==> src/rtl/deparser_pkg.sv <==
// Deparser shared definitions: FSM state encoding and memory access constants.
// The RD/CMP states exist only when DEPARSER_READBACK_EN is defined.
package deparser_pkg;

  localparam logic [3:0] MEM_WIDTH_WORD = 4'd4;
  localparam int         WORD_BYTES     = 4;

`ifdef DEPARSER_READBACK_EN
  typedef enum logic [2:0] {
    ST_IDLE,
    ST_WRITE,
    ST_RD,
    ST_CMP,
    ST_DONE
  } state_t;
`else
  typedef enum logic [1:0] {
    ST_IDLE,
    ST_WRITE,
    ST_DONE
  } state_t;
`endif

endpackage

==> src/rtl/deparser_hdr_pick.sv <==
// hdr_pick: combinational lowest-set-bit finder over the header slots that are
// valid but not yet emitted. Returns the slot index and a found flag.
module hdr_pick #(
  parameter int N     = 8,
  parameter int IDX_W = (N > 1) ? $clog2(N) : 1
) (
  input  logic [N-1:0]     valid_i,
  input  logic [N-1:0]     emitted_i,
  output logic [IDX_W-1:0] idx_o,
  output logic             found_o
);

  logic [N-1:0] rem;
  assign rem = valid_i & ~emitted_i;

  // Scan from the top so the lowest remaining slot wins.
  always_comb begin
    idx_o   = '0;
    found_o = 1'b0;
    for (int i = N - 1; i >= 0; i--) begin
      if (rem[i]) begin
        idx_o   = IDX_W'(i);
        found_o = 1'b1;
      end
    end
  end

endmodule

==> src/rtl/deparser.sv <==
// deparser: writes the valid header slots of a captured header vector to a
// packet buffer as a compacted run of word writes starting at BASE_ADDR.
// Optional feature macro: DEPARSER_READBACK_EN -- every write is followed by a
// read of the same address and a compare; mismatches set a sticky err_o.
module deparser
  import deparser_pkg::*;
#(
  parameter int                    WORD_WIDTH  = 32,
  parameter int                    NUM_HEADERS = 8,
  parameter int                    ADDR_WIDTH  = 32,
  parameter logic [ADDR_WIDTH-1:0] BASE_ADDR   = '0
) (
  input  logic                              clk,
  input  logic                              rst,
  input  logic                              start_i,
  input  logic [WORD_WIDTH*NUM_HEADERS-1:0] parsed_hdrs_i,
  input  logic [NUM_HEADERS-1:0]            hdr_valid_i,
  output logic                              mem_ce_o,
  output logic                              mem_we_o,
  output logic [ADDR_WIDTH-1:0]             mem_addr_o,
  output logic [3:0]                        mem_width_o,
  output logic [WORD_WIDTH-1:0]             mem_data_o,
  input  logic [WORD_WIDTH-1:0]             mem_data_i,
  output logic                              ready_o,
  output logic                              done_o,
  output logic [ADDR_WIDTH-1:0]             len_o,
  output logic                              err_o
);

  localparam int                    IDX_W = (NUM_HEADERS > 1) ? $clog2(NUM_HEADERS) : 1;
  localparam logic [ADDR_WIDTH-1:0] STEP  = ADDR_WIDTH'(WORD_BYTES);

  state_t state_q, state_d;

  logic                                   start_q;
  logic [NUM_HEADERS-1:0][WORD_WIDTH-1:0] hdrs_q;
  logic [NUM_HEADERS-1:0]                 valid_q;
  logic [NUM_HEADERS-1:0]                 emitted_q;
  logic [ADDR_WIDTH-1:0]                  ptr_q;
  logic [ADDR_WIDTH-1:0]                  len_q;

  logic                   start_ev;
  logic [IDX_W-1:0]       pick_idx;
  logic                   pick_found;
  logic [NUM_HEADERS-1:0] pick_oh;
  logic [WORD_WIDTH-1:0]  pick_word;

  assign start_ev  = start_i & ~start_q & (state_q == ST_IDLE);
  assign pick_oh   = pick_found ? (NUM_HEADERS'(1) << pick_idx) : '0;
  assign pick_word = hdrs_q[pick_idx];

  hdr_pick #(
    .N     (NUM_HEADERS),
    .IDX_W (IDX_W)
  ) u_pick (
    .valid_i   (valid_q),
    .emitted_i (emitted_q),
    .idx_o     (pick_idx),
    .found_o   (pick_found)
  );

`ifdef DEPARSER_READBACK_EN
  logic [WORD_WIDTH-1:0] wdata_q;
  logic                  err_q;
  assign err_o = err_q;
`else
  // Anything left after the slot being written decides WRITE vs DONE.
  logic more_after;
  assign more_after = |(valid_q & ~emitted_q & ~pick_oh);
  logic unused_rdata;
  assign unused_rdata = ^mem_data_i;
  assign err_o = 1'b0;
`endif

  // State register; reset aborts any job at once.
  always_ff @(posedge clk or negedge rst) begin
    if (!rst) state_q <= ST_IDLE;
    else      state_q <= state_d;
  end

  // Next-state logic.
  always_comb begin
    state_d = state_q;
    case (state_q)
      ST_IDLE:  if (start_ev) state_d = ST_WRITE;
      ST_WRITE: begin
        if (!pick_found) state_d = ST_DONE;
        else begin
`ifdef DEPARSER_READBACK_EN
          state_d = ST_RD;
`else
          state_d = more_after ? ST_WRITE : ST_DONE;
`endif
        end
      end
`ifdef DEPARSER_READBACK_EN
      ST_RD:    state_d = ST_CMP;
      // The written slot is already marked emitted, so found means more work.
      ST_CMP:   state_d = pick_found ? ST_WRITE : ST_DONE;
`endif
      ST_DONE:  state_d = ST_IDLE;
      default:  state_d = ST_IDLE;
    endcase
  end

  // Memory bus and status outputs, decoded from the current state.
  always_comb begin
    mem_ce_o    = 1'b0;
    mem_we_o    = 1'b0;
    mem_addr_o  = '0;
    mem_width_o = 4'd0;
    mem_data_o  = '0;
    ready_o     = (state_q == ST_IDLE);
    done_o      = (state_q == ST_DONE);
    case (state_q)
      ST_WRITE: begin
        if (pick_found) begin
          mem_ce_o    = 1'b1;
          mem_we_o    = 1'b1;
          mem_addr_o  = ptr_q;
          mem_width_o = MEM_WIDTH_WORD;
          mem_data_o  = pick_word;
        end
      end
`ifdef DEPARSER_READBACK_EN
      ST_RD: begin
        mem_ce_o    = 1'b1;
        mem_addr_o  = ptr_q;
        mem_width_o = MEM_WIDTH_WORD;
      end
`endif
      default: ;
    endcase
  end

  // Job datapath: capture on start, then track emitted slots, pointer and length.
  always_ff @(posedge clk or negedge rst) begin
    if (!rst) begin
      start_q   <= 1'b1;
      hdrs_q    <= '0;
      valid_q   <= '0;
      emitted_q <= '0;
      ptr_q     <= BASE_ADDR;
      len_q     <= '0;
`ifdef DEPARSER_READBACK_EN
      wdata_q   <= '0;
      err_q     <= 1'b0;
`endif
    end else begin
      start_q <= start_i;
      if (start_ev) begin
        hdrs_q    <= parsed_hdrs_i;
        valid_q   <= hdr_valid_i;
        emitted_q <= '0;
        ptr_q     <= BASE_ADDR;
        len_q     <= '0;
`ifdef DEPARSER_READBACK_EN
        err_q     <= 1'b0;
`endif
      end else begin
        if (state_q == ST_WRITE && pick_found) begin
          emitted_q <= emitted_q | pick_oh;
          len_q     <= len_q + STEP;
`ifdef DEPARSER_READBACK_EN
          wdata_q   <= pick_word;
`else
          ptr_q     <= ptr_q + STEP;
`endif
        end
`ifdef DEPARSER_READBACK_EN
        // Pointer advances only after the readback so RD reuses the write address.
        if (state_q == ST_CMP) begin
          ptr_q <= ptr_q + STEP;
          if (mem_data_i != wdata_q) err_q <= 1'b1;
        end
`endif
      end
    end
  end

  assign len_o = len_q;

endmodule

==> config.mk <==
export PLATFORM = sky130hd
export DESIGN_NAME = deparser
export DESIGN_NICKNAME = d
export VERILOG_FILES = /design/src/rtl/deparser_pkg.sv /design/src/rtl/deparser_hdr_pick.sv /design/src/rtl/deparser.sv
export SDC_FILE = /design/constraint.sdc
export NUM_CORES = 1
export LEC_CHECK = 0
export ABC_AREA = 0
export CORE_UTILIZATION = 54
export CTS_BUF_LIST = sky130_fd_sc_hd__clkbuf_16
export CTS_CLUSTER_SIZE = 24
export DETAILED_ROUTE_END_ITERATION = 6
export GPL_ROUTABILITY_DRIVEN = 1
export PLACE_DENSITY = 0.89
export SKIP_LAST_GASP = 1
export SLEW_MARGIN = 40
export SYNTH_ARGS = -nofsm -noshare
export SYNTH_HDL_FRONTEND = slang
export SYNTH_SLANG_ARGS = --single-unit
==> constraint.sdc <==
create_clock -name clk -period 6.82 [get_ports clk]
set_clock_uncertainty 0.1 [all_clocks]
set_input_delay 1.364 -clock clk [delete_from_list [all_inputs] [get_ports clk]]
set_output_delay 1.364 -clock clk [all_outputs]
set_load 0.02 [all_outputs]
==> impl_results.md, run 1 <==
- Run status: complete, no violations
- Post CTS Setup Buffer Count: 0
- Post-Syn Area per Cell: about 8 um2
- #FFs+latches synth: ~340
- Die Y: between 150 and 200 um
- Max IR drop VDD: roughly 0.33 mV
- Async S/R FF share, synth: 1.00
- Routed Antenna Nets: 0
- Via density: between 5 and 6
- Mapped cell area: ~0.017 mm2
- Clk Latency, worst-skew pair: 520 ps
- # DRC: 0
- Final hold violations: 0
- Hold Path Stages: 2
- Synth Instances: 2036
- Drt total wl: 54800 um
- Ys flop type: dfrtp_1
- Area after DPL: 0.0204 mm2
- Clk slew on worst S/H paths: 60 ps
- Commonest non-fill, non-tap cell in the layout: nand2_1
- P_leak: 9.78 nW
- Drt pass-1 iters: 5
- Initial antenna violation count: 8
- Slew at the pin closest to its max-slew limit: between 800 and 900 ps
- I/O Buffers: around 360
- Gr usage total: 0.349
- Setup CP Type: flip-flop to primary output
- Root Buffer: clkbuf_16
- Cts-stage hold buffer count: 0
- Commonest cells after routing, fill and taps aside: 758 x nand2_1, 362 x clkdlybuf4s50_1, 334 x dfrtp_1, 152 x o21ai_0, 148 x nand3_1
- DIE AREA: 0.0314 mm2
- Total number of vias: between 15000 and 20000
- Resized cells post-CTS: 0
- Vias in the first global route: around 16000
- Max cap viols: 0
- RSZ-0062 raised after global routing: false
- Max frequency: between 150 and 200 MHz
- Relative slew margins: 0.432
- Max Transition Viols Final: 0
- Period minus WS final: around 5600 ps
- Congestion Overflow GR: 0
- Critical Path RT: between 5000 and 6000 ps
- WP data arrival: 4100 ps
- # IOs: between 400 and 500
- Initial Util: 0.554
- Final Wtd Congestion: roughly 0.93
- Drt wl/cell: roughly 20 um
- Clock buffer count from CTS: 36
- Iteration-0 DRC Markers: ~1800
- Clock buffer depth: 3
- Power density over cell area: ~470 mW/mm2
- EDFF count, synth: 0
- Sequential share of the synthesized area: 0.506
- Largest fanout on the critical path: 35
- Fin nets: ~2600
- Area grow syn2layout: 29.8%
- Clock Sink Count: between 300 and 400
- Largest net degree at the start of global routing: about 140
- Ys Warns: 0
- Final Cell Area: 0.0215 mm2
- Crit. End Element: primary output
- Reg2reg path depth: 7
- Core ar.: 0.0299 mm2
- Final period utilization: 0.815
- Layout cells sized above 1: 0.0410
- Final Setup Violations: 0
- # rows: 63
- Post-DP HPWL: between 30000 and 40000 um
- H-tree depth: 2
- Class of the worst hold path: flip-flop to flip-flop
- Chip width: approximately 180 um
- FILL cells: roughly 2200
- Netlist cell types: 60
- Critical Path Start Type: flip-flop
- Fin Setup TNS: 0 ps
- First-pass GRT wire length: 84700 um
- CTS tree: done
## cell families (layout without fill, tap and decap cells)
family                   Yosys count  after routing  share of synthesized area
AO/OA/AOI/OAI                    381            381                      0.139
adder cells (fa/ha/maj)            2              2                    0.00151
XOR/XNOR                          14             14                    0.00741
multiplexers                       2              2                    0.00121
AND/OR/NAND/NOR                 1103           1103                      0.294
buffers and inverters            198            494                     0.0502
flip-flops                       335            335                      0.506
other                              1             13                   0.000226
## registers in the layout, summed over array words and instances (netlist names)
register   cells
len_o         30
hdrs_q       256
emitted_q      8
ptr_q         30
state_q        2
valid_q        8
start_q        1
## routing by layer
layer  vias up  wire, um  global-route usage  share of wire
li1       7368         -                   -              -
met4         6      3460               0.207          0.063
met3       169      5500              0.0795           0.10
met2       933     26100               0.569           0.48
met5         -        42                   0        0.00077
met1      7868     19700               0.421           0.36
## Yosys cell counts (2+ instances only)
cell	count	area (um2)
buf_2	12	60.1
nor4_1	6	37.5
nor4b_1	2	17.5
a32o_1	32	320
a21o_1	2	15.0
nand2_1	758	2850
o21bai_1	32	240
a21oi_1	105	526
or4_1	19	143
o31ai_1	18	135
buf_1	4	15.0
mux2i_1	2	20.0
o21ai_0	153	766
dfrtp_1	334	8360
nand2b_1	9	56.3
and4_1	2	17.5
o2111ai_1	6	52.6
nand3b_1	33	248
or3_1	20	125
buf_4	10	75.1
clkbuf_1	126	473
xor2_1	8	70.1
nor3_1	6	30.0
clkbuf_8	2	27.5
and3_1	4	25.0
buf_6	2	22.5
ha_1	2	25.0
nor2_1	34	128
nor2b_1	9	56.3
nand3_1	148	741
o21a_1	2	15.0
a31oi_1	4	25.0
o211ai_1	13	97.6
and2_1	27	169
nand4_4	2	42.5
xnor2_1	6	52.6
nand4_1	14	87.6
a211oi_1	5	37.5
inv_1	42	158
## per-stage QoR
stage,instances,hold slack (ps),setup slack [ps],total power [mW],utilization
4_1_cts,2728,367,1680,9.94,0.718
6_report,2734,367,1260,10.0,0.719
5_1_grt,2730,383,1040,10.6,0.719
3_5_place_dp,2664,353,2260,8.07,0.682
2_1_floorplan,2043,337,3420,6.17,-
3_3_place_gp,2660,348,1990,7.87,0.679
## worst max-delay path, stage by stage (launching register included)
cell	delay (ps)
dfrtp_1	400
nand2b_1	90
buf_4	390
nand4_4	360
o21ai_2	540
clkinv_1	790
and2_1	460
clkdlybuf4s50_1	540
## path summary, 6_finish.rpt
check | end | start | slack, ps
max | mem_addr_o[22] | valid_q[1] | 1260
min | hdrs_q[137] | hdrs_q[137] | 370
max reg2reg | ptr_q[2] | valid_q[1] | 3490
min reg2reg | hdrs_q[137] | hdrs_q[137] | 370
max in group asynchronous | hdrs_q[11] | rst | 4650
min in group asynchronous | ptr_q[29] | rst | 660
## final cells by class
class / count / area (um2) / share of cell area
Clock buffer: 37 / 926 / 0.0431
Sequential cell: 335 / 8380 / 0.390
Inverter: 42 / 158 / 0.00734
Antenna cell: 5 / 12.5 / 0.000582
Multi-Input combinational cell: 1510 / 7460 / 0.347
Timing Repair Buffer: 388 / 3910 / 0.182
Tap cell: 390 / 488 / 0.0227
Clock inverter: 27 / 153 / 0.00710
## power breakdown
| part | switching (mW) | internal (mW) | total, mW |
|---|---|---|---|
| Combinational | 3.30 | 1.68 | 4.99 |
| Clock | 0.800 | 1.02 | 1.82 |
| Sequential | 0.432 | 2.79 | 3.22 |
Note: power is estimated with default switching activity, not from simulation.
==> inputs of run 2 (changes only) <==
CORE_UTILIZATION = 50   (was 54)
PLACE_DENSITY = 0.84   (was 0.89)
clock period = 5.81 ns   (was 6.82 ns; I/O delays follow)
==> run 2 against run 1 <==
  * Wire length shrank 1.1%
  * Critical path depth unchanged
  * Die area up 7.9%
  * Final area is 0.88% higher
  * Clock power is 24% higher
  * Critical endpoint is now mem_data_o[27]
  * Highest routed layer unchanged
==> impl_results.md, run 2 (synthesis gave the netlist of run 1 again) <==
- Fin nets: 2618 (was 2614)
- I/O Buffers: 363 (unchanged)
- Layout cells sized above 1: 0.0444 (was 0.0410)
- Initial Util: 0.509 (was 0.554)
- Root Buffer: clkbuf_16 (unchanged)
- Largest fanout on the critical path: 55 (was 35)
- Clock buffer count from CTS: 37 (was 36)
- P_leak: 9.84 nW (was 9.78 nW)
- Clk pwr share: 0.190 (was 0.182)
- # DRC: 0 (unchanged)
- Clock buffer depth: 3 (unchanged)
- Resized cells post-CTS: 0 (unchanged)
- Chip width: 184 um (was 177 um)
- Power density over cell area: 546 mW/mm2 (was 467 mW/mm2)
- First-pass GRT wire length: 84100 um (was 84700 um)
- Crit. End Element: primary output (unchanged)
- Critical Path RT: 4550 ps (was 5360 ps)
- Switching power total: 5.28 mW (was 4.53 mW)
- Final Instance Count excl. Fillers: 2792 (was 2734)
- Gr usage total: 0.321 (was 0.349)
- Drt wl/cell: 19.4 um (was 20.1 um)
- RSZ-0062 raised after global routing: false (unchanged)
- Routed Antenna Nets: 0 (unchanged)
- Max frequency: between 150 and 200 MHz
- Total number of vias: 15889 (was 16344)
- Max FFs per register: 256 (unchanged)
- Via density: 5.69 (was 5.98)
- Iteration-0 DRC Markers: 1298 (was 1777)
- Final Wtd Congestion: 0.913 (was 0.933)
- Commonest non-fill, non-tap cell in the layout: nand2_1 (unchanged)
- Final hold violations: 0 (unchanged)
- Die Y: 184 um (was 177 um)
- Worst Setup Slack, final: 588 ps (was 1260 ps)
- Fin Setup TNS: 0 ps (unchanged)
- Reg area: 0.00838 mm2 (unchanged)
- # rows: 66 (was 63)
- H-tree depth: 2 (unchanged)
- Class of the worst hold path: flip-flop to flip-flop (unchanged)
- CTS tree: done (unchanged)
- Cell Count Post-Placement: 2717 (was 2664)
- Area grow syn2layout: 31.0% (was 29.8%)
- Final period utilization: 0.899
- Net Sw Frac: 0.446 (was 0.452)
- Period minus WS final: 5220 ps
- Largest net degree at the start of global routing: 204 (was 138)
- Cts-stage hold buffer count: 0 (unchanged)
- Setup CP Type: flip-flop to primary output (unchanged)
- Drt pass-1 iters: 5 (unchanged)
- Max cap viols: 0 (unchanged)
- FILL cells: 2717 (was 2166)
- WP data arrival: 3960 ps (was 4100 ps)
- Max Transition Viols Final: 0 (unchanged)
- Initial antenna violation count: 7 (was 8)
- DIE AREA: 0.0338 mm2 (was 0.0314 mm2)
- Slew at the pin closest to its max-slew limit: 854 ps (was 852 ps)
- Comb power frac: 0.491 (was 0.497)
- Congestion Overflow GR: 0 (unchanged)
- Vias in the first global route: 15532 (was 15920)
- Post-DP HPWL: 36300 um (was 36700 um)
- Run status: complete, no violations (unchanged)
- Drt total wl: 54200 um (was 54800 um)
- Max IR drop VDD: 0.537 mV (was 0.333 mV)
- Final Setup Violations: 0 (unchanged)
- Reg power frac: 0.319 (was 0.321)
- Commonest cells after routing, fill and taps aside: 757 x nand2_1, 362 x clkdlybuf4s50_1, 334 x dfrtp_1, 153 x o21ai_0, 148 x nand3_1 (was 758 x nand2_1, 362 x clkdlybuf4s50_1, 334 x dfrtp_1, 152 x o21ai_0, 148 x nand3_1)
- Clk slew on worst S/H paths: 60 ps (about the same)
- Core ar.: 0.0325 mm2 (was 0.0299 mm2)
- Post CTS Setup Buffer Count: 0 (unchanged)
- Clk Latency, worst-skew pair: 520 ps (about the same)
- Largest Register: hdrs_q (unchanged)
- Area occupied by multi-input gates: 0.00747 mm2 (was 0.00746 mm2)
- Critical Path Start Type: flip-flop (unchanged)
- # IOs: 404 (unchanged)
- P_int: 6.56 mW (was 5.49 mW)
- Placement Setup Slack: 1170 ps (was 2260 ps)
- Relative slew margins: 0.430 (was 0.432)
- Clock Sink Count: 335 (unchanged)
-- run 2: power by group through the flow --
stage / Sequential [mW] / Clock [mW] / Combinational [mW]
after CTS: 3.77 / 2.28 / 5.77
after detailed placement: 3.80 / 0 / 5.72
after floorplan: 3.65 / 0 / 3.58
after global placement: 3.75 / 0 / 5.61
after global routing: 3.88 / 2.37 / 6.31
final: 3.78 / 2.25 / 5.81
-- run 2: worst max-delay path: stages (launching register included) --
cell and delay [ps]:
dfrtp_1 400, nor2b_1 220, a211oi_1 710, o21ba_4 760, buf_4 350, nand3_1 100, a32o_1 300, clkdlybuf4s50_1 550
-- run 2: final timing paths --
check                           slack, ps  depth (start not counted)              to   startpoint
max in group asynchronous            3780                          3       len_o[22]          rst
worst max-delay path                  590                          7  mem_data_o[27]   valid_q[4]
worst min register to register        360                          2     hdrs_q[131]  hdrs_q[131]
worst max register to register       3190                          5    emitted_q[4]   valid_q[4]
min in group asynchronous             400                          1       len_o[21]          rst
worst min-delay path                  360                          2     hdrs_q[131]  hdrs_q[131]
-- run 2: through the flow --
step           utilization  power (mW)  instance area, um2  hold slack [ps]
6_report             0.666        11.8               21700              363
5_1_grt              0.666        12.6               21700              376
4_1_cts              0.664        11.8               21600              368
3_5_place_dp         0.628        9.52               20400              353
3_3_place_gp         0.627        9.36               20400              350
2_1_floorplan            -        7.24               16600              337
-- run 2: cell type report --
type                            instances  share of cell area
Clock inverter                         27             0.00802
Antenna cell                            6            0.000692
Timing Repair Buffer                  391               0.182
Inverter                               42             0.00727
Tap cell                              442              0.0255
Multi-Input combinational cell       1510               0.344
Sequential cell                       335               0.387
Clock buffer                           39              0.0450
-- run 2: layer usage --
metal	GRT usage	wire length, um
met1	0.393	20200
met2	0.526	26500
met5	0	14
met4	0.190	3280
met3	0.0662	4300
==> inputs of run 3 (changes only) <==
SKIP_CTS_REPAIR_TIMING = 1   (was unset)
==> results of run 3 <==
Same layout as run 2: the final DEF is identical, and so are final timing and power.
